<file path="src/rtl/dm_dbg_pkg.sv">
// Shared definitions for the data-memory debug port: word geometry and reader states.
package dm_dbg_pkg;

   localparam int DM_ADDR_W = 6;
   localparam int DM_DATA_W = 32;
   localparam int DM_LAT_W  = 2;   // read latencies 0..3

   typedef enum logic [1:0] {
      ST_IDLE,
      ST_ISSUE,
      ST_OUT,
      ST_DONE
   } dm_rd_state_e;

endpackage

</file>
<file path="src/rtl/dm_dump_reader.sv">
// Sweeps the DM debug address over a word range and streams each word out with
// a running checksum and word count.
module dm_dump_reader
   import dm_dbg_pkg::*;
#(
   parameter int ADDR_W = DM_ADDR_W,
   parameter int DATA_W = DM_DATA_W,
   parameter int RD_LAT = 1
) (
   input  logic              clk_sys,
   input  logic              rst,
   input  logic              start,
   input  logic              abort,
   input  logic [ADDR_W-1:0] first_addr,
   input  logic [ADDR_W-1:0] last_addr,
   output logic [ADDR_W-1:0] ram_addr,
   input  logic [DATA_W-1:0] memory,
   output logic              out_valid,
   input  logic              out_ready,
   output logic [DATA_W-1:0] out_data,
   output logic [ADDR_W-1:0] out_addr,
   output logic              busy,
   output logic              done,
   output logic [DATA_W-1:0] checksum,
   output logic [ADDR_W:0]   word_cnt
);

   localparam logic [DM_LAT_W-1:0] LAT_LOAD = DM_LAT_W'(RD_LAT);

   dm_rd_state_e        state_q,    state_d;
   logic [DM_LAT_W-1:0] lat_q,      lat_d;
   logic [ADDR_W-1:0]   ram_addr_q, ram_addr_d;
   logic [ADDR_W-1:0]   last_q,     last_d;
   logic [DATA_W-1:0]   out_data_q, out_data_d;
   logic [ADDR_W-1:0]   out_addr_q, out_addr_d;
   logic [DATA_W-1:0]   sum_q,      sum_d;
   logic [ADDR_W:0]     cnt_q,      cnt_d;

   always_comb begin
      // NOTE: every next-state signal defaults to its register first, so no path leaves one unassigned and no latch is inferred.
      state_d    = state_q;
      lat_d      = lat_q;
      ram_addr_d = ram_addr_q;
      last_d     = last_q;
      out_data_d = out_data_q;
      out_addr_d = out_addr_q;
      sum_d      = sum_q;
      cnt_d      = cnt_q;

      // An abort wins over everything else, including a handshake in the same cycle.
      if (abort && state_q != ST_IDLE) begin
         state_d = ST_IDLE;
      end else begin
         case (state_q)
            ST_IDLE: begin
               if (start) begin
                  last_d     = last_addr;
                  ram_addr_d = first_addr;
                  lat_d      = LAT_LOAD;
                  sum_d      = '0;
                  cnt_d      = '0;
                  state_d    = ST_ISSUE;
               end
            end
            ST_ISSUE: begin
               if (lat_q != '0) begin
                  lat_d = lat_q - DM_LAT_W'(1);
               end else begin
                  out_data_d = memory;
                  out_addr_d = ram_addr_q;
                  state_d    = ST_OUT;
               end
            end
            ST_OUT: begin
               if (out_ready) begin
                  sum_d = sum_q + out_data_q;
                  cnt_d = cnt_q + (ADDR_W+1)'(1);
                  if (out_addr_q == last_q) begin
                     state_d = ST_DONE;
                  end else begin
                     ram_addr_d = ram_addr_q + ADDR_W'(1);
                     lat_d      = LAT_LOAD;
                     state_d    = ST_ISSUE;
                  end
               end
            end
            ST_DONE: state_d = ST_IDLE;
            default: state_d = ST_IDLE;
         endcase
      end
   end

   always_ff @(posedge clk_sys) begin
      if (rst) begin
         state_q    <= ST_IDLE;
         lat_q      <= '0;
         ram_addr_q <= '0;
         last_q     <= '0;
         out_data_q <= '0;
         out_addr_q <= '0;
         sum_q      <= '0;
         cnt_q      <= '0;
      end else begin
         // NOTE: non-blocking assignments so every register samples the pre-edge values.
         state_q    <= state_d;
         lat_q      <= lat_d;
         ram_addr_q <= ram_addr_d;
         last_q     <= last_d;
         out_data_q <= out_data_d;
         out_addr_q <= out_addr_d;
         sum_q      <= sum_d;
         cnt_q      <= cnt_d;
      end
   end

   // Status flags decode the state register only, never an input.
   assign out_valid = (state_q == ST_OUT);
   assign busy      = (state_q != ST_IDLE);
   assign done      = (state_q == ST_DONE);
   assign ram_addr  = ram_addr_q;
   assign out_data  = out_data_q;
   assign out_addr  = out_addr_q;
   assign checksum  = sum_q;
   assign word_cnt  = cnt_q;

endmodule

</file>
<file path="config.mk">
export PLATFORM = sky130hd
export DESIGN_NAME = dm_dump_reader
export DESIGN_NICKNAME = d
export VERILOG_FILES = /design/src/rtl/dm_dbg_pkg.sv /design/src/rtl/dm_dump_reader.sv
export SDC_FILE = /design/constraint.sdc
export NUM_CORES = 1
export LEC_CHECK = 0
export CAP_MARGIN = 40
export CORE_ASPECT_RATIO = 1.4
export CORE_MARGIN = 1.5
export CORE_UTILIZATION = 46
export CTS_BUF_LIST = sky130_fd_sc_hd__clkbuf_2 sky130_fd_sc_hd__clkbuf_4 sky130_fd_sc_hd__clkbuf_8
export DETAILED_ROUTE_END_ITERATION = 6
export HOLD_SLACK_MARGIN = 0.12
export PLACE_DENSITY = 0.77
export SYNTH_ARGS = -nofsm -noshare
export SYNTH_HDL_FRONTEND = slang
export SYNTH_SLANG_ARGS = --single-unit
export TNS_END_PERCENT = 20
</file>
<file path="constraint.sdc">
create_clock -name clk_sys -period 2.95 [get_ports clk_sys]
set_clock_uncertainty 0.2 [all_clocks]
set_input_delay 0.59 -clock clk_sys [delete_from_list [all_inputs] [get_ports clk_sys]]
set_output_delay 0.59 -clock clk_sys [all_outputs]
set_load 0.1 [all_outputs]
</file>
# Yosys cells after proc, flatten, opt, wreduce, memory -nomap -nowiden
# Cells that the tools add are included.
[totals]
ff_bits = 93
input_bits = 49
output_inout_bits = 86
elab_cells = 55
[classes]
addsub = 4
eq_ne = 9
n_mux = 19
bitwise_logic = 2
reduce_logical = 13
[ops]
columns = ["op", "count"]
rows = [
  ["$mux W32", 2],
  ["$pmux W32 S2", 1],
  ["$add A32 B32 Y32", 1],
  ["$mux W6", 3],
  ["$mux W2", 7],
  ["$mux W7", 2],
  ["$pmux W7 S2", 1],
  ["$pmux W6 S2", 1],
  ["$reduce_and A3 Y1", 3],
  ["$ne A2 B2 Y1 const B", 4],
  ["$pmux W2 S4", 1],
  ["$add A7 B1 Y7 const B", 1],
  ["$add A6 B1 Y6 const B", 1],
  ["$eq A6 B6 Y1", 1],
  ["$pmux W2 S3", 1],
  ["$reduce_and A6 Y1", 1],
  ["$reduce_bool A2 Y1", 3],
  ["$reduce_and A5 Y1", 1],
  ["$eq A2 B2 Y1 const B", 2],
  ["$reduce_and A4 Y1", 1],
  ["$reduce_bool A3 Y1", 1],
  ["$eq A2 B1 Y1 const B", 1],
  ["$logic_not A2 Y1", 1],
  ["$ne A2 B1 Y1 const B", 1],
  ["4 further kinds", 5],
]

# Logic depth before layout (Yosys ltp)
# Gate-level depths: netlist of run 1.
[depth]
ltp_word = 4
depth_mapped = 11
depth_no_buf = 11

# Worst setup path after synthesis of run 1
# Ideal clock, no wire load.
[synth_path]
path_kind = "register to register"
startpoint = "register sum_q[0] (netlist: checksum[0])"
endpoint = "register sum_q[30] (netlist: checksum[30])"
setup_ns = 0.122
arrival_ns = 3.234
required_time_ns = 2.628
slack_ns = -0.606
stages_incl_launch_ff = 12
n_path_buf = 0
period_less_slack_ns = 3.556
path_cell_list = "dfxtp_1 ha_1 inv_1 fa_1 nor2b_1 o21bai_1 a2111o_1 a21oi_1 o21ai_0 a31oi_1 mux2i_1 a221o_1"
[synth_via]
elab_chain_len = 3
[synth_rtl]
columns = ["element", "line_no", "source"]
rows = [
  ["from (decl)", "dm_dump_reader.sv:36", "logic [DATA_W-1:0] sum_q, sum_d;"],
  ["from (signal assigned)", "dm_dump_reader.sv:111", "sum_q <= sum_d;"],
  ["$add A32 B32 Y32", "dm_dump_reader.sv:76", "sum_d = sum_q + out_data_q;"],
  ["$mux W32", "dm_dump_reader.sv:75", "if (out_ready) begin"],
  ["$pmux W32 S2", "dm_dump_reader.sv:54", "case (state_q)"],
]
# Every way passes these cells. The select of a mux whose other input is x is not followed.
# A chain may end at the register's enable or synchronous reset.

# Worst setup path in the final report of run 1
[layout_path]
startpoint = "register sum_q[9] (netlist: checksum[9])"
endpoint = "register sum_q[31] (netlist: checksum[31])"
# The elaborated chain is that of the path after synthesis.

==> results.py, run 1 <==
metrics = {
    "detailed_routing": {
        "wl_per_cell_microns": 15.4,
        "drt-initial-drc-count": 214,
        "via_count": 5428,
        "drtPass1Iterations": 4,
        "route.detailed.drc": 0,
        "viasPerCell": 5.54,
        "wl_mm": 15.1,
        "ant_nets": 0,
    },
    "timing": {
        "finalCritPeriodShare_pct": 97.1,
        "period_needed_ps": 2870,
        "hold_viol": 0,
        "max_slew_margin_pct": 42.3,
        "timing.hold.ws_ps": 234,
        "setup_violations": 0,
        "drv_slew": 0,
        "rsz0062_at_grt": "true",
        "max_freq_mhz": 349,
        "fin_tns_setup_ps": 0,
        "setup_ws_ps": 84.3,
        "tightest_slew_ps": 865,
    },
    "die": {
        "num_rows": 46,
        "die_area_sq_um": 12200,
        "dieHeight_microns": 130,
        "coreArea_sq_um": 11300,
        "die_x_microns": 93.6,
        "io_pins": 135,
        "initial_core_util_pct": 46.9,
    },
    "cts": {
        "cts_sinks": 93,
        "clockBufferDepth": 2,
        "cts_buffers": 9,
        "postCtsHoldBufs": 0,
        "root_buffer": "clkbuf_8",
        "path_clk_slew_ps": 100,
        "h-tree-depth": 3,
        "cts_tree": "built",
        "clk_latency_ps": 380,
    },
    "hold_path": {
        "hold-path-endpoint": "lat_q[1]$_SDFFE_PP0P_",
        "holdPathStages": 2,
        "min_from": "rst",
        "hold_path_class": "in -> reg",
    },
    "logic_synthesis": {
        "syn_area_sq_um": 5290,
        "seq_area_frac_synth_pct": 35.2,
        "synth_edf_count": 0,
        "synth_cell_type_count": 57,
        "synth_nets": 775,
        "synth_area_per_cell_sq_um": 7.65,
        "netlist_instances": 691,
        "synth-seq-cells": 93,
        "synth_flop_cell": "dfxtp_1",
        "async_reset_ff_share_pct": 0,
        "synth_warnings": 0,
    },
    "placed_design": {
        "numPortBuffers": 134,
        "gp_congestion": 0.899,
        "post-dp-hpwl_mm": 11.2,
        "place_ws_ps": -10.9,
        "dp.cells": 957,
        "dpl_cell_area_sq_um": 6820,
    },
    "final_layout": {
        "final_nets": 914,
        "num_antenna_cells": 0,
        "layoutNonFillerInstCount": 979,
        "drive_gt1_share_pct": 25.9,
        "multiInputGateArea_sq_um": 3370,
        "fillers": 1019,
        "postLayoutCoreUtil_pct": 63.7,
        "syn_to_final_growth_pct": 35.9,
        "regArea_sq_um": 2000,
        "fin_area_sq_um": 7180,
    },
    "status": {
        "run_status": "complete, no violations",
    },
    "power": {
        "total_power_mw": 3.01,
        "power_density_nw_per_um2": 420,
        "p_leak_nw": 2.83,
        "ir_drop_v": 0.000304,
    },
    "critical_path": {
        "startpoint": "checksum[9]$_SDFFE_PP0P_",
        "r2r_start": "checksum[9]$_SDFFE_PP0P_",
        "path_class": "reg -> reg",
        "arrival_ps": 2990,
        "r2r_end": "checksum[31]$_SDFFE_PP0P_",
        "crit_chain": "ha_4 -> nand4_1 -> or4_1 -> a211o_1 -> o211ai_4 -> o21ai_4 -> a2111oi_4 -> and3b_1 -> o211ai_2",
        "startpoint_type": "register",
        "r2r_slack_ps": 80,
        "required_ps": 3070,
        "endpoint_kind": "register",
        "reg2regPathDepth": 9,
        "critical_path.top_delay_family": "compound AO/OA/AOI/OAI gates",
        "cp_max_fo": 6,
        "slowest_delay_ps": 540,
        "path_buf_inv": 0,
        "crit_slowest_cell": "or4_1",
    },
    "global_routing": {
        "grt_overflow": 0,
        "grt_pass1_wl_mm": 24.3,
        "grt_pass1_vias": 5349,
        "grt_usage_pct": 24.6,
        "grt_max_degree": 70,
        "antenna_found_initial": 0,
    },
    "job": {
        "max_cap_violations": 0,
    },
}
cell families after synthesis:
family / Yosys count / share of synthesized area (%)
xor+xnor: 33 / 5.47
compound gates: 199 / 23.6
mux: 3 / 0.592
fa+ha+maj: 35 / 8.43
simple gates: 273 / 22.6
buf+inv: 55 / 4.12
flops: 93 / 35.2
flip-flops by register name, summed over array words and instances (netlist names):
| name | flops |
|---|---|
| word_cnt | 7 |
| state_q | 2 |
| last_q | 6 |
| lat_q | 2 |
| checksum | 32 |
| out_addr | 6 |
| ram_addr | 6 |
| out_data | 32 |
what timing repair did:
action | in CTS | in global routing
endpoints found under the setup margin | 1 | 4
resized for setup | 2 | 18
cloned | 0 | 0
setup buffers | 0 | 6
pin swaps | 1 | 13
power by group:
part           internal (mW)  leakage [nW]  switching [mW]
combinational          0.260          1.95           0.581
sequential              1.29         0.787          0.0613
clock                  0.341        0.0931           0.481
total                   1.89          2.83            1.12
worst max-delay path by stage:
stage	end	slack, ps	depth (start not counted)
after detailed placement	checksum[30]$_SDFFE_PP0P_	-10	11
after floorplan	checksum[28]$_SDFFE_PP0P_	-3	9
after CTS	checksum[31]$_SDFFE_PP0P_	10	9
final	checksum[31]$_SDFFE_PP0P_	80	9
after global placement	checksum[30]$_SDFFE_PP0P_	100	6
after global routing	checksum[31]$_SDFFE_PP0P_	-40	9
area by class of cell:
class / count / share of cell area, %
multi-input combinational: 543 / 46.9
sequential: 93 / 27.8
timing repair buffer: 167 / 19.4
tap: 144 / 2.51
clock buffer: 11 / 2.02
inverter: 16 / 0.836
clock inverter: 5 / 0.488
synth_stat cells (9+ instances only):
cell type / n / area (sq um)
a22oi_1: 16 / 120
nand4_1: 13 / 81.3
dfxtp_1: 93 / 1860
nand2_1: 135 / 507
clkbuf_1: 27 / 101
nor3_1: 13 / 65.1
nor2_1: 62 / 233
inv_1: 16 / 60.1
o21ai_0: 34 / 170
ha_1: 34 / 425
a21o_1: 9 / 67.6
a21oi_1: 91 / 455
xor2_1: 15 / 131
nand3_1: 12 / 60.1
xnor2_1: 18 / 158
per-layer routing:
layer	track usage (%)	part of all wire (%)	wire (microns)
met5	0	0	0
met1	28.2	42	6260
met2	44.7	52	7840
met4	10.3	2.8	429
met3	4.14	3.6	550
placed cells by master (no fill, tap or decap), types with 3 or more instances in the layout:
cell type and instances:
nand2_1 135, clkbuf_8 10, a21o_1 9, buf_4 117, clkdlybuf4s50_1 47, a211oi_1 6
ha_1 23, nor2_1 61, nor2b_1 5, o21bai_1 3, or2_2 6, dfxtp_2 21
o21a_1 5, dfxtp_4 29, a22oi_1 16, o21ai_0 32, or4_1 3, nor3_1 13
o211ai_1 4, a21oi_1 90, nand3_1 12, o31ai_1 4, nand4_1 13, inv_1 16
ha_4 10, dfxtp_1 43, xor2_1 15, nand2b_1 7, and3_1 3, or3_1 7
xnor2_1 18
No activity file was read; power rests on OpenSTA's default activity.
==> run 2, diff against run 1 <==
- CORE_ASPECT_RATIO: 1.4 -> 1.1
==> results.py, run 2 (synthesis results as in run 1) <==
metrics = {
    "detailed_routing": {
        "via_count": 5343,
        "drtPass1Iterations": 5,
        "viasPerCell": 5.46,
        "wl_per_cell_microns": 15.5,
        "ant_nets": 0,
        "route.detailed.drc": 0,
        "wl_mm": 15.2,
        "drt-initial-drc-count": 285,
    },
    "critical_path": {
        "path_buf_inv": 0,
        "path_class": "reg -> reg",
        "crit_chain": "ha_4 -> nand4_1 -> or4_1 -> a211o_1 -> o211ai_4 -> o21ai_4 -> a2111oi_4 -> and3b_1 -> o211ai_2",
        "critical_path.top_delay_family": "compound AO/OA/AOI/OAI gates",
        "cp.depth": 9,
        "endpoint": "checksum[31]$_SDFFE_PP0P_",
        "r2r_start": "checksum[9]$_SDFFE_PP0P_",
        "cp_max_fo": 6,
        "startpoint": "checksum[9]$_SDFFE_PP0P_",
        "arrival_ps": 2990,
        "endpoint_kind": "register",
        "slowest_delay_ps": 550,
        "reg2regPathDepth": 9,
        "crit_slowest_cell": "or4_1",
        "startpoint_type": "register",
        "r2r_end": "checksum[31]$_SDFFE_PP0P_",
        "required_ps": 3060,
        "r2r_slack_ps": 70,
    },
    "power": {
        "seq_power_share_pct": 43.2,
        "p_leak_nw": 2.86,
        "ir_drop_v": 0.000317,
        "p_sw_share_pct": 35.5,
        "power_frac_clock_pct": 30.1,
        "power_density_nw_per_um2": 437,
        "switching_power_mw": 1.11,
        "total_power_mw": 3.12,
        "p_int_mw": 2.01,
        "combPwrFrac_pct": 26.7,
    },
    "global_routing": {
        "top_usage_layer": "met2",
        "grt_max_degree": 56,
        "grtUsageMet2_pct": 41.8,
        "antenna_found_initial": 0,
        "use_met1_pct": 33.0,
        "grtUsageMet3_pct": 4.44,
        "grt_overflow": 0,
        "grt_pass1_wl_mm": 24.4,
        "grt_usage_pct": 24.8,
        "grt_pass1_vias": 4982,
    },
    "timing": {
        "finalCritPeriodShare_pct": 97.6,
        "fin_tns_setup_ps": 0,
        "hold_viol": 0,
        "tightest_slew_ps": 845,
        "max_slew_margin_pct": 43.7,
        "max_freq_mhz": 347,
        "drv_slew": 0,
        "period_needed_ps": 2880,
        "setup_ws_ps": 70.3,
        "setup_violations": 0,
    },
    "status": {
        "run_status": "complete, no violations",
    },
    "die": {
        "die_x_microns": 105,
        "die_area_sq_um": 12100,
        "num_rows": 40,
        "dieHeight_microns": 115,
        "io_pins": 135,
        "coreArea_sq_um": 11100,
        "initial_core_util_pct": 47.8,
    },
    "final_layout": {
        "syn_to_final_growth_pct": 34.8,
        "mostFrequentLayoutCell": "nand2_1",
        "drive_gt1_share_pct": 25.2,
        "layout_common_cells": "nand2_1, buf_4, a21oi_1, nor2_1, clkdlybuf4s50_1",
        "final_nets": 911,
        "num_antenna_cells": 0,
        "fillers": 972,
    },
    "placed_design": {
        "post-dp-hpwl_mm": 11.4,
        "place_ws_ps": -31.3,
        "gp_congestion": 0.898,
        "numPortBuffers": 134,
    },
    "cts": {
        "cts_sinks": 93,
        "root_buffer": "clkbuf_8",
        "h-tree-depth": 3,
        "path_clk_slew_ps": 100,
        "cts_tree": "built",
        "clockBufferDepth": 2,
        "clk_latency_ps": 370,
        "cts_buffers": 9,
    },
    "hold_path": {
        "min_from": "last_q[5]$_SDFFE_PP0P_",
        "hold_path_class": "reg -> reg",
    },
    "job": {
        "max_cap_violations": 0,
    },
}
==> run 2: changes by cell type in the layout (fill, tap and decap cells not counted), moves of 2 or more <==
cell,delta
clkinv_2,-2
inv_4,+2
ha_1,+5
clkbuf_8,+2
ha_4,-5
buf_4,-2
==> run 2: cell type report <==
class | count | area, sq um | area share [%]
Inverter | 16 | 60.1 | 0.843
Sequential cell | 93 | 2000 | 28.0
Clock buffer | 12 | 165 | 2.32
Tap cell | 147 | 184 | 2.58
Timing Repair Buffer | 164 | 1360 | 19.1
Clock inverter | 4 | 51.3 | 0.720
Multi-Input combinational cell | 543 | 3310 | 46.5
==> run 2: what timing repair did <==
item / in CTS / in global routing
resized for setup: 2 / 14
setup buffers: 0 / 1
setup endpoints to repair: 1 / 5
pin swaps: 1 / 4
hold buffers: 0 / 0
==> run 2: per-layer routing <==
metal / routed length, microns / part of all wire (%)
met1: 7070 / 47
met2: 7230 / 48
met3: 677 / 4.5
met4: 184 / 1.2
met5: 0 / 0
==> run 2: power groups by stage <==
stage | clock network (mW) | logic (mW) | registers (mW)
after floorplan | 0 | 0.332 | 1.62
after global placement | 0 | 0.818 | 1.37
after detailed placement | 0 | 0.827 | 1.38
after CTS | 0.950 | 0.829 | 1.35
after global routing | 1.01 | 0.884 | 1.36
final | 0.936 | 0.832 | 1.35
==> run 2: how the worst min path moves through the flow <==
stage                     cells past startpoint                   endpoint
after floorplan                               2     last_q[1]$_SDFFE_PP0P_
after global placement                        2  checksum[26]$_SDFFE_PP0P_
after detailed placement                      2  checksum[20]$_SDFFE_PP0P_
after CTS                                     2     last_q[5]$_SDFFE_PP0P_
after global routing                          2     last_q[5]$_SDFFE_PP0P_
final                                         2     last_q[5]$_SDFFE_PP0P_
==> run 2: through the flow <==
stage / utilization, % / hold WS, ps / cell area (sq um) / cells
after floorplan: - / 248 / 5440 / 691
after global placement: 61.6 / 249 / 6820 / 962
after detailed placement: 61.6 / 260 / 6820 / 962
after CTS: 63.6 / 275 / 7040 / 978
after global routing: 64.4 / 297 / 7130 / 979
final: 64.4 / 271 / 7130 / 979
==> run 2: worst reg2reg max path, stage by stage (launching register included) <==
cell	delay [ps]
dfxtp_4	370
ha_4	300
nand4_1	170
or4_1	550
a211o_1	300
o211ai_4	140
o21ai_4	120
a2111oi_4	310
and3b_1	220
o211ai_2	150
==> run 3, diff against run 2 <==
- CORE_MARGIN: 1.5 -> default
- SKIP_LAST_GASP: default -> 1
==> results.py, run 3 (synthesis results as in run 1) <==
metrics = {
    "detailed_routing": {
        "wl_mm": 14.9,
        "ant_nets": 0,
        "viasPerCell": 5.45,
        "via_count": 5343,
        "wl_per_cell_microns": 15.2,
        "drt-initial-drc-count": 222,
        "route.detailed.drc": 0,
        "drtPass1Iterations": 5,
    },
    "status": {
        "run_status": "complete, no violations",
    },
    "placed_design": {
        "post-dp-hpwl_mm": 11.3,
        "dp.cells": 964,
        "gp_congestion": 0.915,
        "numPortBuffers": 134,
    },
    "final_layout": {
        "regArea_sq_um": 2000,
        "layout_common_cells": "nand2_1, buf_4, a21oi_1, nor2_1, clkdlybuf4s50_1",
        "syn_to_final_growth_pct": 34.3,
        "num_antenna_cells": 0,
        "mostFrequentLayoutCell": "nand2_1",
        "final_nets": 913,
        "postLayoutCoreUtil_pct": 64.2,
        "layoutNonFillerInstCount": 981,
        "drive_gt1_share_pct": 25.1,
        "multiInputGateArea_sq_um": 3290,
        "fillers": 989,
    },
    "global_routing": {
        "grt_pass1_wl_mm": 25.0,
        "grt_pass1_vias": 5122,
        "grt_overflow": 0,
        "grt_usage_pct": 25.7,
        "grt_max_degree": 57,
        "antenna_found_initial": 0,
    },
    "timing": {
        "period_needed_ps": 2950,
        "rsz0062_at_grt": "true",
        "setup_violations": 0,
        "drv_slew": 0,
        "max_freq_mhz": 339,
        "hold_viol": 0,
        "tightest_slew_ps": 868,
        "max_slew_margin_pct": 42.1,
        "fin_tns_setup_ps": 0,
        "finalCritPeriodShare_pct": 99.9,
    },
    "die": {
        "dieHeight_microns": 114,
        "coreArea_sq_um": 11100,
        "initial_core_util_pct": 47.8,
        "io_pins": 135,
        "num_rows": 40,
        "die_area_sq_um": 11900,
        "die_x_microns": 104,
    },
    "cts": {
        "postCtsHoldBufs": 0,
        "clk_latency_ps": 370,
        "path_clk_slew_ps": 90,
        "root_buffer": "clkbuf_8",
        "cts_sinks": 93,
        "cts_buffers": 9,
        "h-tree-depth": 3,
        "cts_tree": "built",
        "clockBufferDepth": 2,
    },
    "critical_path": {
        "startpoint_type": "register",
        "path_class": "reg -> reg",
        "arrival_ps": 3050,
        "slowest_delay_ps": 540,
        "endpoint_kind": "register",
        "cp_max_fo": 6,
        "required_ps": 3060,
        "crit_slowest_cell": "or4_1",
        "crit_chain": "ha_2 -> nand4_1 -> or4_1 -> a211o_1 -> o211ai_2 -> o21ai_4 -> nand4_1 -> or3b_2 -> o211ai_2",
        "r2r_slack_ps": 2,
    },
    "hold_path": {
        "hold_path_class": "reg -> reg",
    },
    "power": {
        "ir_drop_v": 0.000295,
        "power_density_nw_per_um2": 428,
        "p_leak_nw": 2.85,
    },
    "job": {
        "max_cap_violations": 0,
    },
}
[run 3: final cells by class]
| class | count | share of cell area, % |
|---|---|---|
| multi-input combinational | 543 | 46.3 |
| clock inverter | 2 | 0.211 |
| tap | 147 | 2.59 |
| clock buffer | 14 | 2.54 |
| sequential | 93 | 28.1 |
| inverter | 16 | 0.846 |
| timing repair buffer | 166 | 19.3 |
[run 3: where the power goes]
part           switching [mW]  total, mW  internal, mW
registers              0.0578       1.35          1.29
logic                   0.577      0.830         0.253
clock network           0.462      0.861         0.400
[run 3: routing by layer]
metal	GRT usage (%)	up-vias	wire length, microns	part of all wire [%]
li1	-	2696	-	-
met1	32.5	2480	6830	46
met2	44.2	143	7110	48
met3	3.47	24	647	4.3
met4	10.7	0	349	2.3
met5	0	-	0	0
[run 3: what timing repair did]
item                       4_1_cts  5_1_grt
cloned                           0        0
pin swaps                        0        4
setup buffers                    0        1
resized for setup                1       10
setup endpoints to repair        1        8
[run 3: critical path, delay by kind of cell (launching register included)]
kind,cells,cell delay [ps]
AOI/OAI and AO/OA,4,640
DFF,1,350
and+or+nand+nor,4,1310
adders and majority gates,1,370
[run 3: through the flow]
stage	power, mW	area (sq um)	worst slack (ps)	hold WS [ps]
2_1_floorplan	1.95	5440	-3.22	248
3_3_place_gp	2.19	6830	77.9	246
3_5_place_dp	2.20	6830	23.2	254
4_1_cts	3.06	7030	3.31	275
5_1_grt	3.17	7100	-56.3	289
6_report	3.04	7100	2.21	268
[run 3: worst paths after layout]
path                                                start                        end  depth (start not counted)
worst max-delay path            checksum[12]$_SDFFE_PP0P_  checksum[31]$_SDFFE_PP0P_                          9
worst max register to register  checksum[12]$_SDFFE_PP0P_  checksum[31]$_SDFFE_PP0P_                          9
worst min register to register  checksum[13]$_SDFFE_PP0P_  checksum[13]$_SDFFE_PP0P_                          2
worst min-delay path            checksum[13]$_SDFFE_PP0P_  checksum[13]$_SDFFE_PP0P_                          2
